**src/rtl/serial_pkg.sv**
```systemverilog
// rtl/serial_pkg.sv - shared framing definitions for the serial transmit and receive sides
package serial_pkg;

  localparam int DEFAULT_BIT_LEN = 7;

  localparam logic START_BIT  = 1'b1;
  localparam logic STOP_BIT   = 1'b1;
  localparam logic IDLE_LEVEL = 1'b0;

  typedef enum logic [2:0] {
    ST_IDLE,
    ST_START,
    ST_DATA,
    ST_PARITY,
    ST_STOP,
    ST_GAP
  } tx_state_t;

  // Even parity over a zero-extended word; padding zeros do not change the XOR.
  function automatic logic even_parity(input logic [31:0] word);
    return ^word;
  endfunction

endpackage

```
**src/rtl/rr_arbiter.sv**
```systemverilog
// rtl/rr_arbiter.sv - combinational round-robin search starting at a pointer
module rr_arbiter #(
  parameter int NUM_REQ = 4
) (
  input  logic [NUM_REQ-1:0]         req,
  input  logic [$clog2(NUM_REQ)-1:0] ptr,
  input  logic                       enable,
  output logic [NUM_REQ-1:0]         grant,
  output logic [$clog2(NUM_REQ)-1:0] grant_idx,
  output logic                       any_grant
);

  localparam int IDX_W = $clog2(NUM_REQ);

  function automatic int wrap_idx(input int p, input int k);
    int s;
    s = p + k;
    if (s >= NUM_REQ) s = s - NUM_REQ;
    return s;
  endfunction

  // Take the first set request at or above the pointer, wrapping past the top.
  always_comb begin
    grant     = '0;
    grant_idx = '0;
    any_grant = 1'b0;
    for (int k = 0; k < NUM_REQ; k++) begin
      if (enable && !any_grant && req[wrap_idx(int'(ptr), k)]) begin
        grant[wrap_idx(int'(ptr), k)] = 1'b1;
        grant_idx = IDX_W'(wrap_idx(int'(ptr), k));
        any_grant = 1'b1;
      end
    end
  end

endmodule

```
**src/rtl/serial_tx_arbiter.sv**
```systemverilog
// rtl/serial_tx_arbiter.sv - round-robin shared serial transmitter with parity framing
module serial_tx_arbiter
  import serial_pkg::*;
#(
  parameter int BIT_LEN    = DEFAULT_BIT_LEN,
  parameter int NUM_REQ    = 4,
  parameter int GAP_CYCLES = 1
) (
  input  logic                         clk,
  input  logic                         rstn,
  input  logic [NUM_REQ-1:0]           req_valid,
  input  logic [NUM_REQ*BIT_LEN-1:0]   req_data,
  output logic [NUM_REQ-1:0]           req_ready,
  output logic                         channel_out,
  output logic                         busy,
  output logic [$clog2(NUM_REQ)-1:0]   grant_id,
  output logic                         frame_done
);

  localparam int IDX_W = $clog2(NUM_REQ);
  localparam int CNT_W = $clog2(BIT_LEN + 1);
  localparam int GAP_W = $clog2(GAP_CYCLES + 1);

  tx_state_t          state;
  logic [BIT_LEN-1:0] shreg;
  logic [BIT_LEN-1:0] sel_word;
  logic               parity_bit;
  logic [CNT_W-1:0]   bit_cnt;
  logic [GAP_W-1:0]   gap_cnt;
  logic [IDX_W-1:0]   ptr;
  logic [IDX_W-1:0]   arb_idx;
  logic [NUM_REQ-1:0] arb_grant;
  logic               arb_any;
  logic               arb_en;

  // Grants are only offered while idle; gating with rstn keeps req_ready low in reset.
  assign arb_en    = (state == ST_IDLE) && rstn;
  assign req_ready = arb_grant;

  rr_arbiter #(
    .NUM_REQ(NUM_REQ)
  ) u_arb (
    .req       (req_valid),
    .ptr       (ptr),
    .enable    (arb_en),
    .grant     (arb_grant),
    .grant_idx (arb_idx),
    .any_grant (arb_any)
  );

  // Mux the granted requester's word using the one-hot grant.
  always_comb begin
    sel_word = '0;
    for (int i = 0; i < NUM_REQ; i++) begin
      if (arb_grant[i]) sel_word = sel_word | req_data[i*BIT_LEN +: BIT_LEN];
    end
  end

  // Frame sequencer: all wire-facing outputs are registered here.
  always_ff @(posedge clk or negedge rstn) begin
    if (!rstn) begin
      state       <= ST_IDLE;
      shreg       <= '0;
      parity_bit  <= 1'b0;
      bit_cnt     <= '0;
      gap_cnt     <= '0;
      ptr         <= '0;
      grant_id    <= '0;
      channel_out <= IDLE_LEVEL;
      busy        <= 1'b0;
      frame_done  <= 1'b0;
    end else begin
      frame_done <= 1'b0;
      case (state)
        ST_IDLE: begin
          channel_out <= IDLE_LEVEL;
          if (arb_any) begin
            shreg       <= sel_word;
            parity_bit  <= even_parity(32'(sel_word));
            grant_id    <= arb_idx;
            ptr         <= (arb_idx == IDX_W'(NUM_REQ - 1)) ? '0 : arb_idx + IDX_W'(1);
            channel_out <= START_BIT;
            busy        <= 1'b1;
            state       <= ST_START;
          end
        end
        ST_START: begin
          channel_out <= shreg[0];
          shreg       <= shreg >> 1;
          bit_cnt     <= '0;
          state       <= ST_DATA;
        end
        ST_DATA: begin
          if (bit_cnt == CNT_W'(BIT_LEN - 1)) begin
            channel_out <= parity_bit;
            state       <= ST_PARITY;
          end else begin
            channel_out <= shreg[0];
            shreg       <= shreg >> 1;
            bit_cnt     <= bit_cnt + CNT_W'(1);
          end
        end
        ST_PARITY: begin
          channel_out <= STOP_BIT;
          frame_done  <= 1'b1;
          state       <= ST_STOP;
        end
        ST_STOP: begin
          channel_out <= IDLE_LEVEL;
          gap_cnt     <= '0;
          state       <= ST_GAP;
        end
        ST_GAP: begin
          channel_out <= IDLE_LEVEL;
          if (gap_cnt == GAP_W'(GAP_CYCLES - 1)) begin
            busy  <= 1'b0;
            state <= ST_IDLE;
          end else begin
            gap_cnt <= gap_cnt + GAP_W'(1);
          end
        end
        default: begin
          channel_out <= IDLE_LEVEL;
          busy        <= 1'b0;
          state       <= ST_IDLE;
        end
      endcase
    end
  end

endmodule

```
**config.mk**
```make
export PLATFORM = sky130hd
export DESIGN_NAME = serial_tx_arbiter
export DESIGN_NICKNAME = d
export VERILOG_FILES = /design/src/rtl/serial_pkg.sv /design/src/rtl/rr_arbiter.sv /design/src/rtl/serial_tx_arbiter.sv
export SDC_FILE = /design/constraint.sdc
export NUM_CORES = 1
export LEC_CHECK = 0
export ABC_CLOCK_PERIOD_IN_PS = 4300
export BUFFER_PORTS_ARGS = -buffer_cell sky130_fd_sc_hd__buf_2
export CAP_MARGIN = 20
export CORE_ASPECT_RATIO = 1.25
export CORE_MARGIN = 8
export CORE_UTILIZATION = 45
export DETAILED_ROUTE_END_ITERATION = 10
export GPL_TIMING_DRIVEN = 0
export PLACE_DENSITY = 0.69
export SLEW_MARGIN = 20
export SYNTH_ARGS = -nofsm -noshare
export SYNTH_HDL_FRONTEND = slang
export SYNTH_SLANG_ARGS = --single-unit
```
**constraint.sdc**
```tcl
create_clock -name clk -period 4.3 [get_ports clk]
set_input_delay 0.43 -clock clk [delete_from_list [all_inputs] [get_ports clk]]
set_output_delay 0.43 -clock clk [all_outputs]
set_load 0.1 [all_outputs]
```
# == After elaboration in Yosys (flattened, before gate mapping) ==
# Index checks and enable logic that the tools add are counted.
# totals
reg_bits,22
input_bits,34
output_inout_bits,9
word_cells,143
# classes
addsub,10
magnitude_cmp,16
n_eq_ne,11
n_mux,63
bitwise_logic,7
n_reduce_logical,26
# op_table
cell,n
$lt A32 B4 Y1 const B,8
$mux W32,8
$ge A32 B1 Y1 const B,4
$ge A32 B4 Y1 const B,3
$sub A32 B4 Y32 const B,3
$mux W7,6
$reduce_xor A32 Y1,1
$mux W1,22
$or A7 B7 Y7,3
$pmux W7 S3,1
$pmux W3 S6,1
$mux W4,4
$logic_and A1 B1 Y1,12
$mux W3,4
$or A4 B4 Y4,3
$mux W2,5
$eq A3 B3 Y1 const B,3
$reduce_and A3 Y1,3
$bmux W1 S2,4
$demux W1 S2,4
$ne A2 B2 Y1 const B,4
$add A2 B2 Y3 const B,2
$eq A3 B2 Y1 const B,2
$pmux W3 S2,1
18 further kinds,22

# == Longest topological paths before layout ==
# Gate-level depths: netlist of run 1.
# depth
ltp_word,34
mapped_depth,12
depth_no_buf,11

# == Cells and area by module ==
# Synthesis of run 1 repeated with hierarchy kept, for this count alone.
# hier_totals
cells_unflattened,180
area_unflattened_um2,1736.7
# modules_own_cells
module,n_inst,cells_each,area_each_um2,seq_area_each_um2
serial_tx_arbiter,1,123,1192.4,525.5
rr_arbiter,1,57,544.3,0.0

# == Least setup slack after synthesis of run 1 ==
# Ideal clock, no wire load.
# synth_timing
path_kind,reg2reg
from,reg (tool-made name)
to,reg parity_bit
setup_time_ns,0.120
arrival_time_ns,3.833
t_required_ns,4.180
path_slack_ns,0.347
path_stages_with_launch,12
path_buffers,1
period_less_slack_ns,3.953
path_cell_list,dfrtp_1 -> buf_4 -> inv_1 -> ha_1 -> mux4_2 -> nor3b_1 -> a22o_2 -> or3_1 -> a222oi_1 -> nand2_1 -> xnor3_1 -> nand2_1
# synth_rtl
element,line,rtl
end signal: assignment,serial_tx_arbiter.sv:79,parity_bit <= even_parity(32'(sel_word));
end: declaration,serial_tx_arbiter.sv:27,logic parity_bit;

==> results by stage, run 1 <==
Logic synthesis:
- The top flip-flop cell by instance count after synthesis is dfrtp_1.
- Yosys printed 0 warnings.
- The sequential share of the synthesized area is 28.6%.
- For this run, asynchronously set or reset flops after synthesis account for 100%.
- After synthesis, the netlist uses 56 different library cells.
- Synthesis produced a netlist whose cell count is a little under 200.
- The count of flip-flops with a built-in enable after synthesis is 0.
- The average size of a mapped cell is 9.25 µm².
- The cell area after synthesis is 1840 µm².
- After synthesis the netlist holds a flip-flop and latch count of 21.
- Counting every net in the synthesized netlist gives 243.

STA:
- For the pin with the worst max-slew slack, the measured transition is 0.770 ns.
- The final number of hold-violating endpoints is 0.
- Setup repair after global routing left no endpoint under its margin.
- The number of pins with negative max-slew slack in the final report is 0.
- The post-route setup TNS is 0 ns.
- The final clock period utilization by the worst path is 91.6%.
- The clock period could shrink to 3.94 ns.
- Based on the critical path, the design can be clocked at up to 0.254 GHz.
- Setup violations remaining at the end of the flow were counted as 0.
- The clock arrives with ~0.0017 ns of skew.
- The tightest slew margin relative to the limit is around half.

Critical path:
- STA classifies the critical path endpoint as a flip-flop.
- The arrival time of the worst setup path is 4.14 ns.
- The critical path in this run is classified as reg2reg.
- The flop-to-flop setup slack is about 0.36 ns.
- The highest fanout seen on the critical path is 10.
- The required time at the worst-slack endpoint is 4.50 ns.
- STA classifies the critical path startpoint as a flip-flop.

Floorplan:
- For this design the top-level I/O count stands at 43.
- The initial core utilization is 46.0%.
- The core region is between 4000 and 5000 µm².
- The die covers 6410 µm².
- The cell row count is 26.
- From left edge to right edge, the die measures between 70 and 80 µm.
- The die boundary height is 87.5 µm.

Drt:
- In the routed design, unresolved DRC markers number 0.
- After detailed routing, the average wire length per cell comes to 15.2 µm.
- The via count is 1753.
- Using the TritonRoute via totals, the vias-per-cell ratio works out to 5.77.
- The number of detailed-routing iterations run before antenna repair is 4.
- In this run the remaining antenna-violating nets after routing total 0.
- Wires add up to around 4600 µm.
- In this run, the number of DRC markers left after iteration 0 of detailed routing was 100.

Clocking:
- The worst-case clock buffer depth is 2.
- Clock tree synthesis selected as its root buffer the cell clkbuf_8.
- The H-tree level count is 1.
- The number of clock buffers inserted by TritonCTS is 3.
- The hold buffer count at CTS is 0.
- The TritonCTS clock tree is built.
- Clock-pin slew was measured on the worst setup and hold paths at 0.07 ns.
- The insertion delay to the later sink of the worst-skew pair is 0.26 ns.
- The sink count of the clock tree is 21.

Placement:
- The placed instances occupy a cell area of 2130 µm².
- Input and output buffers added on the ports amount to 42.
- The final weighted congestion in routability-driven placement is 0.829.
- In this run, placement finished with an instance count of 297.
- Once detailed placement completed, the half-perimeter wirelength came to about 3600 µm.

Cells and area:
- The number of nets in the layout is a little under 300.
- The top cell types in the final layout, fill and taps aside, are buf_2 (43), nand2_1 (22), dfrtp_1 (21).
- Compared with the post-synthesis result, the final layout area differs by 19.6%.
- Summing all multi-input logic gate instances after layout gives around 1200 µm².
- For this run, the number of standard cells in the final layout without fillers is around 300.
- Fill cells in the final layout number 384.
- The repair_antennas step left the layout with diodes totalling 0.
- The post-route netlist has 29.8% of its cells at a drive strength greater than 1.
- Measured on the finished design, the core utilization comes to ~55%.
- Once layout is done, the placed cells without fillers occupy roughly 2200 µm².
- The area occupied by registers is 526 µm².
- The library cell used most frequently in the layout, excluding fill and tap cells, is buf_2.

Global route:
- Global routing finished with a remaining overflow of 0.
- The initial antenna violation count is 0.
- The wire length of the first global-routing pass is 7620 µm.
- Global routing consumed, over all layers together, 14.6% of the routing resources.
- The largest net degree at the start of global routing is 24.
- The number of global-route vias before repair is between 1500 and 2000.

Worst hold path:
- The tightest min-delay check is of the in2async type.

Pwr:
- The worst-case vdd ir drop is 0.542 mV.
- The leakage power is between 1 and 1.5 nW.
- The areal power density over the cells is approximately 800 nW/µm².

Run status:
- The run finished with clean final reports.

Flow run:
- The tool flagged a number of max-cap violations equal to 0.
[cell families after synthesis]
kind of cell	Yosys count	synth area share, %
simple gates	71	22.2
compound gates	70	29.4
flops	21	28.6
buf+inv	17	4.55
fa+ha+maj	10	6.80
xor+xnor	6	4.35
mux	4	4.21
[worst max-delay path, cell delays in order (launching register included)]
cell     delay, ns
dfrtp_1       0.56
buf_4         0.24
inv_1         0.12
ha_1          0.38
mux4_2        0.60
nor3b_1       0.20
a22o_2        0.25
o31ai_1       0.28
nand4_1       0.20
xor2_1        0.21
xnor3_1       0.42
xnor3_1       0.33
nand2_1       0.07
[flip-flops by register name (all words and copies together), names as in the netlist, named ones only]
signal / count
parity_bit: 1
ptr: 1
grant_id: 2
channel_out: 1
shreg: 7
frame_done: 1
bit_cnt: 3
busy: 1
state: 3
[worst paths after layout]
check / from / to / cells past startpoint
worst max-delay path: flip-flop / parity_bit / 12
worst min-delay path: rstn / shreg[2] / 1
worst max register to register: flip-flop / parity_bit / 12
worst min register to register: grant_id[1] / grant_id[1] / 1
max in group asynchronous: rstn / bit_cnt[1] / 1
min in group clk: grant_id[1] / grant_id[1] / 1
[per-stage QoR]
stage | setup WS (ns) | hold WS [ns] | power (mW)
finish | 0.361 | 0.118 | 1.76
global route | 0.0722 | 0.159 | 1.92
CTS | 0.214 | 0.133 | 1.76
detailed placement | 0.236 | 0.420 | 1.63
global placement | 0.270 | 0.418 | 1.62
floorplan | 0.347 | 0.134 | 1.39
[synthesized netlist by cell type, types with 2 or more instances]
cell / number / area (µm²)
a211oi_1: 3 / 22.5
o21ai_0: 6 / 30.0
a21o_2: 3 / 26.3
and2_2: 3 / 22.5
mux4_2: 3 / 67.6
or2_2: 2 / 12.5
a22o_1: 7 / 61.3
xnor3_1: 2 / 45.0
or3_1: 4 / 25.0
buf_6: 2 / 22.5
nor2_1: 11 / 41.3
a21o_1: 6 / 45.0
a222oi_1: 5 / 50.1
and3_1: 3 / 18.8
a221oi_1: 2 / 17.5
nand3b_1: 5 / 37.5
o31ai_1: 11 / 82.6
inv_1: 9 / 33.8
o2111a_1: 3 / 33.8
nand2_1: 22 / 82.6
ha_1: 10 / 125
a22o_2: 2 / 20.0
clkbuf_1: 2 / 7.51
xnor2_1: 3 / 26.3
a21oi_1: 11 / 55.1
buf_1: 2 / 7.51
nand4_1: 2 / 12.5
a22oi_1: 4 / 30.0
nor4_1: 4 / 25.0
dfrtp_1: 21 / 526
[metal layers]
layer / up-vias / share of wire [%] / global-route usage, %
met5: - / 0 / 0
met4: 0 / 0.63 / 2.74
met3: 4 / 5.2 / 2.65
met2: 45 / 47 / 24.6
met1: 831 / 47 / 18.9
li1: 873 / - / -
[power breakdown]
group,switching [mW],leakage (nW),internal (mW)
logic,0.761,0.817,0.521
clock network,0.0599,0.0228,0.0659
registers,0.0776,0.266,0.278
total,0.898,1.11,0.865
[layout make-up]
cell class	instances	area share [%]
sequential	21	23.9
tap	56	3.18
buffer	8	2.27
inverter	9	1.53
multi-input combinational	161	56.5
timing repair buffer	45	10.6
clock buffer	4	2.05
[timing repair]
action,in CTS,in global routing
endpoints found under the setup margin,0,1
resized for setup,0,0
setup buffers,0,3
Power figures use the tool's default switching activity.
==> run 2, diff against run 1 <==
ABC_CLOCK_PERIOD_IN_PS = 3400   (was 4300)
PLACE_DENSITY = 0.72   (was 0.69)
SYNTH_HIERARCHICAL = 1   (was unset)
clock period = 3.4 ns   (was 4.3 ns; I/O delays follow)
==> run 2 against run 1 <==
Cell area increased by 0.40%. Total power up 39%. Synthesized area decreased by 5.6%. Wire length down 11%. Worst hold slack worse by 0.088 ns.
==> results by stage, run 2 <==
Floorplan:
- The initial core utilization came to 46.3% (was 46.0%).
- The die boundary height came to 85.5 µm (was 87.5 µm).
- The die outline area was 6120 µm² (was 6410 µm²).
- The core footprint is 3750 µm² (was 4000 µm²).
- The die width is 71.6 µm (was 73.2 µm).
- The I/O pin total is 43 (unchanged).
- The cell row count came to 25 (was 26).

Placement:
- The quantity of I/O buffers inserted on ports is 41 (was 42).
- The final weighted congestion in routability-driven placement came to 0.838 (was 0.829).
- The cell count after placement came to 261 (was 297).
- The post-placement worst setup slack is -0.0421 ns (was 0.236 ns).
- The cell area reported after detailed placement is 2090 µm² (was 2130 µm²).
- The half-perimeter wire length of the detailed placement result was 3210 µm (was 3570 µm).

Cells and area:
- The post-layout instance area came to 2210 µm² (was 2200 µm²).
- The share of cells above drive strength 1 was 37.0% (was 29.8%).
- The commonest non-fill, non-tap cell in the layout is buf_2 (unchanged).
- The number of cells in the finished layout apart from fillers is 270 (was 304).
- Most frequent cells in the layout: buf_2 (42), nand2_1 (21), dfrtp_1 (19), o21ai_0 (12) (was buf_2 (43), nand2_1 (22), dfrtp_1 (21)).
- The flip-flop count of the largest register, all copies and words added is 7 (unchanged).
- The layout-stage area growth over the synthesis result came to 27.3% (was 19.6%).
- Top flop regs: shreg x7, bit_cnt x3, state x3 (unchanged).
- The number of nets in the layout is 275 (was 293).
- The count of antenna diodes in the layout is 0 (unchanged).
- The core occupancy in the finished layout is 58.9% (was 55.0%).
- The register with the most flip-flops is shreg (unchanged).

Logic synthesis:
- The count of distinct cell types in the synthesized netlist was 46 (was 56).
- The complex-gate fraction of the synthesized area came to 28.2% (was 29.4%).
- The proportion of register bits with asynchronous set or reset after synthesis was 100% (unchanged).
- Largest cells by area after synthesis: dfrtp_1 (30%), ha_1 (7.2%), mux2i_1 (5.2%) (was dfrtp_1 (29%), ha_1 (6.8%), nand2_1 (4.5%)).
- The top cell type's share of synthesized area is 30.3% (was 28.6%).
- The average size of a mapped cell came to 9.65 µm² (was 9.25 µm²).
- The post-synthesis mux area share is 12.5% (was 4.21%).
- The count of flip-flops with a built-in enable after synthesis came to 0 (unchanged).
- The sequential share of the synthesized area is 30.3% (was 28.6%).
- The number of synthesis warnings was 6 (was 0).
- The flop and latch count out of synthesis is 21 (unchanged).
- The simple-gate share of the synthesized area is 13.4% (was 22.2%).
- The number of standard cells after synthesis came to 180 (was 199).
- The cell area after synthesis is 1740 µm² (was 1840 µm²).
- The top flip-flop cell by instance count after synthesis is dfrtp_1 (unchanged).
- The cell type contributing the most total cell area after synthesis is dfrtp_1 (unchanged).
- The largest family of logic cells by synthesized area is compound AO/OA/AOI/OAI gates (unchanged).
- The share of synthesized cell area in full adder, half adder and majority cells is 7.20% (was 6.80%).
- The xor and xnor area share after synthesis is 4.11% (was 4.35%).
- The net count after synthesis is 224 (was 243).
- Most used standard cells in the synthesized netlist: dfrtp_1 (21), nand2_1 (21), a22oi_1 (12), o21ai_0 (12) (was nand2_1 (22), dfrtp_1 (21), a21oi_1 (11), nor2_1 (11), o31ai_1 (11)).

Critical path:
- The critical path startpoint category was a flip-flop (unchanged).
- The highest fanout seen on the critical path is 10 (unchanged).
- The required time at the worst-slack endpoint came to 3.54 ns (was 4.50 ns).
- The kind of capture point of the worst setup path is a flip-flop (unchanged).
- The type of the worst setup path is reg2reg (unchanged).
- The arrival time of the worst setup path is 3.34 ns (was 4.14 ns).

Clocking:
- The worst-case clock buffer depth is 2 (unchanged).
- The insertion delay to the later sink of the worst-skew pair came to 0.25 ns (was 0.26 ns).
- The H-tree level count came to 1 (unchanged).
- The sink count of the clock tree is 21 (unchanged).
- The number of clock buffers inserted by TritonCTS came to 3 (unchanged).
- The TritonCTS clock tree is built (unchanged).
- The hold buffer count at CTS was 0 (unchanged).
- The clock-pin slew on the worst setup and hold paths is 0.07 ns (about the same).
- The library cell used as clock root buffer is clkbuf_8 (unchanged).

STA:
- The tightest hold margin was 0.0303 ns (was 0.118 ns).
- The final number of hold-violating endpoints is 0 (unchanged).
- Unrepaired setup endpoints after global routing: false (unchanged).
- The maximum clock frequency came to 0.312 GHz (was 0.254 GHz).
- The worst clock skew is 0.000923 ns (was 0.00170 ns).
- The post-route setup TNS is 0 ns (unchanged).
- The transition time at the pin with the least slew margin is 0.508 ns (was 0.770 ns).
- The number of pins with negative max-slew slack in the final report was 0 (unchanged).
- The setup-violating endpoint count in the final report was 0 (unchanged).
- The worst-case setup margin in the final layout is 0.200 ns (was 0.361 ns).
- The tightest slew margin relative to the limit came to 66.1% (was 48.1%).
- The clock period minus worst slack is 3.20 ns (was 3.94 ns).
- The final clock period utilization by the worst path is 94.1% (was 91.6%).

Global route:
- The wire length of the first global-routing pass came to 6890 µm (was 7620 µm).
- The number of global-route vias before repair is 1489 (was 1684).
- The largest net degree at the start of global routing came to 23 (was 24).
- The total global routing track utilization is 13.4% (was 14.6%).
- The total overflow reported by the global router was 0 (unchanged).
- The initial antenna violation count came to 0 (unchanged).

Drt:
- The detailed-route vias per instance came to 5.72 (was 5.77).
- The number of detailed-routing iterations run before antenna repair was 4 (unchanged).
- The number of nets still failing antenna checks after routing is 0 (unchanged).
- The remaining design rule violation count is 0 (unchanged).
- The via count came to 1545 (was 1753).
- The post-detailed-route wirelength per cell was 15.3 µm (was 15.2 µm).
- The first-iteration detailed-routing DRC count came to 35 (was 100).
- The routed wire length is 4130 µm (was 4630 µm).

Pwr:
- The leakage power was 1.04 nW (was 1.11 nW).
- The overall power was 2.45 mW (was 1.76 mW).
- The worst-case vdd ir drop is 0.495 mV (was 0.542 mV).
- The areal power density over the cells is 1110 nW/µm² (was 801 nW/µm²).

Flow run:
- The count of max-cap constraint violations is 0 (unchanged).

Worst hold path:
- The worst hold path class is in2async (unchanged).

Run status:
- Run status: completed (unchanged).
==> run 2: cell types whose count changed after synthesis, sizes merged, moves of 4 or more <==
cell | before | now
a21o | 9 | 3
a222oi | 5 | 0
a22oi | 4 | 12
and3 | 4 | 0
mux2i | 1 | 9
o2111a | 4 | 0
o21ai | 6 | 16
o2bb2ai | 0 | 4
o31ai | 11 | 1
or3 | 5 | 0
==> run 2: what timing repair did <==
item	in CTS	in global routing
gates resized for setup	1	7
setup buffers	1	5
cloned	0	0
endpoints found under the setup margin	1	1
pin swaps	0	3
==> run 2: path summary, 6_finish.rpt <==
kind	slack [ns]	from	to	cells after the start
max in group asynchronous	3.03	rstn	ptr[0]	1
worst max register to register	0.20	ptr[0]	parity_bit	12
worst min-delay path	0.03	rstn	channel_out	1
min in group clk	0.48	shreg[2]	shreg[2]	2
worst max-delay path	0.20	ptr[0]	parity_bit	12
worst min register to register	0.48	shreg[2]	shreg[2]	2
==> run 2: power breakdown <==
group          leakage [nW]  internal, mW  total, mW  switching, mW
Sequential            0.269         0.349      0.415         0.0667
Clock                0.0228        0.0832      0.156         0.0727
Combinational         0.747         0.769       1.87           1.11
Total                  1.04          1.20       2.45           1.24
==> run 2: cells by family (layout without fill, tap and decap cells) <==
family	Yosys count	in the layout
mux	16	16
simple gates	45	45
xor+xnor	5	5
compound gates	68	68
buf+inv	15	65
flops	21	21
fa+ha+maj	10	10
==> run 2: final cells by class <==
cell class	count	area, µm²
clock buffer	4	45.0
inverter	6	22.5
tap	40	50.0
multi-input combinational	144	1260
fill	331	1540
sequential	21	528
timing repair buffer	47	250
buffer	8	53.8
==> run 2: worst max-delay path, stage by stage (launching register included) <==
cell       delay, ns
dfrtp_2         0.39
buf_6           0.15
inv_1           0.10
ha_4            0.33
mux4_2          0.31
nor3b_4         0.18
a22o_1          0.25
o2bb2ai_4       0.16
a22o_4          0.29
a221oi_4        0.20
xnor3_1         0.44
xnor3_1         0.22
o21ai_1         0.07
==> run 2: routing by layer <==
metal	wire, µm	up-vias	global-route usage (%)
met1	1920	715	16.0
met5	0	-	0
met4	27	0	2.79
met3	218	2	3.42
li1	-	783	-
met2	1960	45	23.5
